--- config.mk ---
export PLATFORM = sky130hd
export DESIGN_NAME = fxp_smul_pipe
export DESIGN_NICKNAME = d
export VERILOG_FILES = /design/src/rtl/fxp_smul_pipe.sv
export SDC_FILE = /design/constraint.sdc
export NUM_CORES = 2
export LEC_CHECK = 0
export ABC_AREA = 1
export CORE_ASPECT_RATIO = 1.4
export CORE_MARGIN = 10
export CORE_UTILIZATION = 30
export DETAILED_ROUTE_END_ITERATION = 8
export SLEW_MARGIN = 20
export SYNTH_ARGS = -nofsm -noshare
export SYNTH_HDL_FRONTEND = slang
export SYNTH_SLANG_ARGS = --single-unit
--- constraint.sdc ---
create_clock -name clk -period 2.85 [get_ports clk]
set_input_delay 0.285 -clock clk [delete_from_list [all_inputs] [get_ports clk]]
set_output_delay 0.285 -clock clk [all_outputs]
set_load 0.01 [all_outputs]
--- src/rtl/fxp_smul_pipe.sv ---
// ---------------------------------------------------------------------------
// fxp_smul_pipe
//
// Pipelined signed fixed-point multiplier, Q(QINT).(QFRAC), two's complement.
// The exact 2W-bit product is formed in stage 0. Later stages only retime it,
// except the final stage, which rounds, shifts, saturates or wraps, and flags
// overflow. The valid/ready handshake on both sides uses one global stall:
// when the output is valid and not accepted, every stage holds.
//
// Ports
//   clk         rising-edge clock
//   rst_n       asynchronous active-low reset (internally released synchronously)
//   in_valid    operands valid
//   in_ready    block can accept operands this cycle
//   a, b        signed W-bit operands
//   out_valid   result valid
//   out_ready   downstream accepts result
//   out         signed W-bit product
//   out_ovf     overflow on this result (qualified by out_valid)
//   ovf_sticky  set by any transferred-out result that overflowed
//   ovf_clr     synchronous clear of ovf_sticky (a coincident set wins)
//
// STAGES must lie in 1..4.
// ---------------------------------------------------------------------------
module fxp_smul_pipe #(
    parameter int QINT   = 8,
    parameter int QFRAC  = 16,
    parameter int STAGES = 2,
    parameter int ROUND  = 1,
    parameter int SAT    = 1
) (
    input  logic                          clk,
    input  logic                          rst_n,
    input  logic                          in_valid,
    output logic                          in_ready,
    input  logic signed [QINT+QFRAC-1:0]  a,
    input  logic signed [QINT+QFRAC-1:0]  b,
    output logic                          out_valid,
    input  logic                          out_ready,
    output logic signed [QINT+QFRAC-1:0]  out,
    output logic                          out_ovf,
    output logic                          ovf_sticky,
    input  logic                          ovf_clr
);

    localparam int W  = QINT + QFRAC;
    localparam int PW = 2 * W;

    // Rounding constant: half an LSB of the result, or nothing when truncating.
    localparam logic [PW:0] RND_K = (ROUND != 0) ? ((PW+1)'(1) << (QFRAC - 1)) : '0;

    // Returns {ovf, result}. The shifted value is PW+1 bits wide; it fits in
    // W bits only when bits [PW:W-1] are all equal (pure sign extension).
    function automatic logic [W:0] f_finish(input logic signed [PW-1:0] p);
        logic signed [PW:0] v_r;
        logic signed [PW:0] v_s;
        logic [W+1:0]       v_hi;
        logic               v_ovf;
        logic [W-1:0]       v_res;
        v_r   = $signed({p[PW-1], p}) + $signed(RND_K);
        v_s   = v_r >>> QFRAC;
        v_hi  = v_s[PW:W-1];
        v_ovf = !((&v_hi) || !(|v_hi));
        if (v_ovf && (SAT != 0)) begin
            v_res = v_s[PW] ? {1'b1, {(W-1){1'b0}}} : {1'b0, {(W-1){1'b1}}};
        end else begin
            v_res = v_s[W-1:0];
        end
        return {v_ovf, v_res};
    endfunction

    // Reset synchronizer: assertion is immediate, release is aligned to clk
    // so that no register leaves reset on a different edge than its peers.
    logic [1:0] r_rst_sync;
    logic       w_rst_n;

    always_ff @(posedge clk or negedge rst_n) begin
        if (!rst_n) begin
            r_rst_sync <= 2'b00;
        end else begin
            r_rst_sync <= {r_rst_sync[0], 1'b1};
        end
    end

    assign w_rst_n = r_rst_sync[1];

    logic                 w_stall;
    logic signed [PW-1:0] w_prod;
    logic signed [PW-1:0] w_fin_p;    // product entering the final stage
    logic                 w_fin_vin;  // valid bit entering the final stage
    logic [W:0]           w_fin;
    logic [STAGES-1:0]    r_vld;
    logic signed [W-1:0]  r_out;
    logic                 r_ovf;
    logic                 r_sticky;

    assign w_stall   = r_vld[STAGES-1] && !out_ready;
    // Held low while the internal reset is still asserted so that nothing
    // is offered into registers that would drop it.
    assign in_ready  = !w_stall && w_rst_n;
    assign w_prod    = a * b;

    generate
        if (STAGES == 1) begin : g_one
            // The single register is the final stage; multiply and finish
            // both sit in front of it.
            assign w_fin_p   = w_prod;
            assign w_fin_vin = in_valid;

            always_ff @(posedge clk or negedge w_rst_n) begin
                if (!w_rst_n) begin
                    r_vld <= '0;
                end else if (!w_stall) begin
                    r_vld <= in_valid;
                end
            end
        end else begin : g_multi
            // r_p[0] is stage 0 (registered product); r_p[1..] only retime.
            logic signed [PW-1:0] r_p [STAGES-1];

            always_ff @(posedge clk or negedge w_rst_n) begin
                if (!w_rst_n) begin
                    r_vld <= '0;
                    for (int i = 0; i < STAGES - 1; i++) begin
                        r_p[i] <= '0;
                    end
                end else if (!w_stall) begin
                    r_vld  <= {r_vld[STAGES-2:0], in_valid};
                    r_p[0] <= w_prod;
                    for (int i = 1; i < STAGES - 1; i++) begin
                        r_p[i] <= r_p[i-1];
                    end
                end
            end

            assign w_fin_p   = r_p[STAGES-2];
            assign w_fin_vin = r_vld[STAGES-2];
        end
    endgenerate

    assign w_fin = f_finish(w_fin_p);

    // Final stage. The overflow flag is gated with the incoming valid so a
    // bubble never presents a stale overflow.
    always_ff @(posedge clk or negedge w_rst_n) begin
        if (!w_rst_n) begin
            r_out <= '0;
            r_ovf <= 1'b0;
        end else if (!w_stall) begin
            r_out <= w_fin[W-1:0];
            r_ovf <= w_fin[W] && w_fin_vin;
        end
    end

    // Sticky overflow: a transferred-out overflow takes priority over clear.
    always_ff @(posedge clk or negedge w_rst_n) begin
        if (!w_rst_n) begin
            r_sticky <= 1'b0;
        end else if (r_vld[STAGES-1] && out_ready && r_ovf) begin
            r_sticky <= 1'b1;
        end else if (ovf_clr) begin
            r_sticky <= 1'b0;
        end
    end

    assign out_valid  = r_vld[STAGES-1];
    assign out        = r_out;
    assign out_ovf    = r_ovf;
    assign ovf_sticky = r_sticky;

endmodule
==> metrics.md <==
| Metric | Value |
|---|---|
| Status | finished, violations left |
| Failing checks | setup timing |
| Most frequent cells in the layout | nand2_1, inv_1, fa_1, buf_4, inv_2 |
| Most common cell after layout, fill and taps aside | nand2_1 |
| Die H | between 300 and 400 um |
| Antenna viol nets, final | 0 |
| Seq/Total Area, Yosys | just over 6% |
| Pre-antenna DRT Iters | 5 |
| Die width | 266 um |
| CTS Buf Count | 9 |
| CTS tree | built |
| Crit Path Class | primary input to flop |
| Largest net degree at the start of global routing | between 60 and 70 |
| Mean area per synthesized cell | 7.77 sq um |
| Gpl congestion | approximately 0.90 |
| Drt wl/cell | 17.7 um |
| Sink count of the clock tree | 63 |
| Final setup fails | 33 |
| Fin. Hold Viols | 0 |
| Met2 routed WL | ~45000 um |
| Root buffer cell | clkbuf_16 |
| CP most frequent cell | fa_1 |
| FF+latch count, synth | 63 |
| Ratio of cells with drive above 1 in the final layout | roughly 30% |
| Hold Buf Count CTS | 0 |
| First-pass GRT wire length | approximately 140000 um |
| Max-Slew Margin vs Limit | between 40% and 50% |
| WP data arrival | just over 6000 ps |
| Core ar. | roughly 84000 sq um |
| Final nets | between 4000 and 5000 |
| Achievable Freq | roughly 170 MHz |
| Final Max Slew Viols | 0 |
| Max-cap violation count | 0 |
| All-Layer GR Usage | 18.1% |
| Worst-case clock buffer depth | 2 |
| Via count | between 20000 and 25000 |
| M1 wire length | between 30000 and 40000 um |
| Final global-route overflow total | 0 |
| Critical path launch point type | primary input |
| Vias in the first global route | roughly 25000 |
| Num ports | 81 |
| Initial antenna violation count | 1 |
| Final Critical Period | about 6000 ps |
| Starting Density | between 30% and 40% |
| Mapped Area | 25500 sq um |
| Post-DP HPWL | ~65000 um |
| Worst path slowest cell | fa_2 |
| Netlist cell types | 39 |
| WL final | 86300 um |
| Fin worst setup slack | -3120 ps |
| CTS HTree Levels | 3 |
| Period Utilization, post-route | 210% |
| Die footprint | slightly below 100000 sq um |
| Critical path peak fanout | 7 |
| Highest Signal Layer | met5 |
| Input/output buffers | 80 |
| Ys Warns | 0 |
| Row count | about 130 |
| Worst R2R Setup Slack | 380 ps |
| Crit-path max cell delay | roughly 630 ps |
| Slew @ Worst Pin | approximately 850 ps |
| Number of DRC violations after detailed-routing iteration 0 | 949 |
| Worst EP required | between 3000 and 4000 ps |
| Synthesized net count | 4072 |
| Clk_lat worst skew | about 350 ps |
| # DRC | 0 |
| Cell Area, Placed | 31300 sq um |
| Fin Clk Skew | 10.5 ps |
| Vias per std cell | 4.59 |
| Clock transition at path regs | around 60 ps |
| ANT cells | 0 |
| Endpoint type of the worst setup path | flop |
| Final instance area | between 30000 and 40000 sq um |
| RSZ-0062 raised after global routing | true |
| Met3 wire length | ~3700 um |
| Post-Syn Instances | 3282 |
| Area Overhead vs Synth | 40.6% |
| Hold Path Class | primary input to asynchronous set/reset pin |
cell families after synthesis:
kind of cell	synth area share [%]
xor+xnor	1.61
simple gates	19.5
other cells	0.0147
buf+inv	15.6
fa+ha+maj	54.0
flops	6.18
compound gates	3.01
metrics by stage:
stage / utilization (%) / setup TNS, ps / instances / hold WS [ps] / setup slack, ps
after floorplan: - / -85940 / 3282 / -10.6 / -3030
after global placement: 37.1 / -123560 / 4682 / 336 / -4060
after detailed placement: 37.1 / -123860 / 4682 / 346 / -4070
after CTS: 41.4 / -94680 / 4856 / 96.4 / -3120
after global routing: 42.5 / -101720 / 4881 / 105 / -3300
final: 42.5 / -95710 / 4881 / 100 / -3120
sequential cells by signal, indices dropped and copies added, names as in the netlist:
name         cells
out_ovf          1
r_vld            2
ovf_sticky       1
out             24
r_rst_sync       2
g_multi.r_p     33
what timing repair did:
action | in CTS | in global routing
cloned | 26 | 0
resized for setup | 679 | 252
pin swaps | 264 | 197
setup buffers | 136 | 33
endpoints found under the setup margin | 33 | 33
per-layer routing:
metal  up-vias  GRT usage [%]
met5         -              0
met4         2           10.4
li1      10300              -
met3       283           2.21
met2       606           33.6
met1     11300           19.5
final cells by class:
class / count / area, sq um
clock inverter: 6 / 85.1
multi-input combinational: 2166 / 22500
sequential: 63 / 1580
tap: 1088 / 1360
clock buffer: 10 / 229
timing repair buffer: 607 / 6580
fill: 8113 / 48500
inverter: 941 / 3560
critical path, delay by kind of cell:
family	cells	cell delay [ps]
adder cells (fa/ha/maj)	8	3870
buffers and inverters	8	850
AO/OA/AOI/OAI	4	580
AND/OR/NAND/NOR	5	570
Yosys cell counts:
master    instances  area [sq um]
and3_1            1          6.26
nor3b_1           1          7.51
xor2_1           25           219
buf_6             4          45.0
nand2_1         944          3540
fa_1            606         12100
a31oi_1           5          31.3
o21bai_1          4          30.0
o21a_1            4          30.0
xnor2_1          22           193
inv_1           939          3520
buf_4             2          15.0
nor2_1          155           582
clkbuf_1        103           387
nand2_4           2          22.5
a21oi_1          52           260
a21o_1            6          45.0
or2_2             9          56.3
o211ai_1          2          15.0
buf_1             2          7.51
ha_1            131          1640
conb_1            1          3.75
nor3_1           16          80.1
nand2_2           7          43.8
nor2_2            6          37.5
o311ai_0          1          8.76
nor2_4            6          67.6
nor4_1            1          6.26
nand3b_1          7          52.6
nand4_1          15          93.8
nor2_8            1          20.0
nand3_1          65           325
o21ai_0          62           310
nand3_2           3          30.0
dfrtp_1          63          1580
inv_2             2          7.51
a21boi_0          5          37.5
nand3b_2          1          11.3
buf_2             1          5.00
final timing paths:
kind / start / endpoint / cells past startpoint
min: rst_n / r_rst_sync[0] / 1
min in group clk: r_rst_sync[0] / r_rst_sync[1] / 0
max: a[23] / g_multi.r_p[40] / 25
max in group asynchronous: r_rst_sync[1] / g_multi.r_p[27] / 1
max reg2reg: g_multi.r_p[16] / out[7] / 14
min reg2reg: r_rst_sync[0] / r_rst_sync[1] / 0
Power is not shown: default switching activity piles up to over one toggle a cycle in this logic, so the estimate is an artifact.
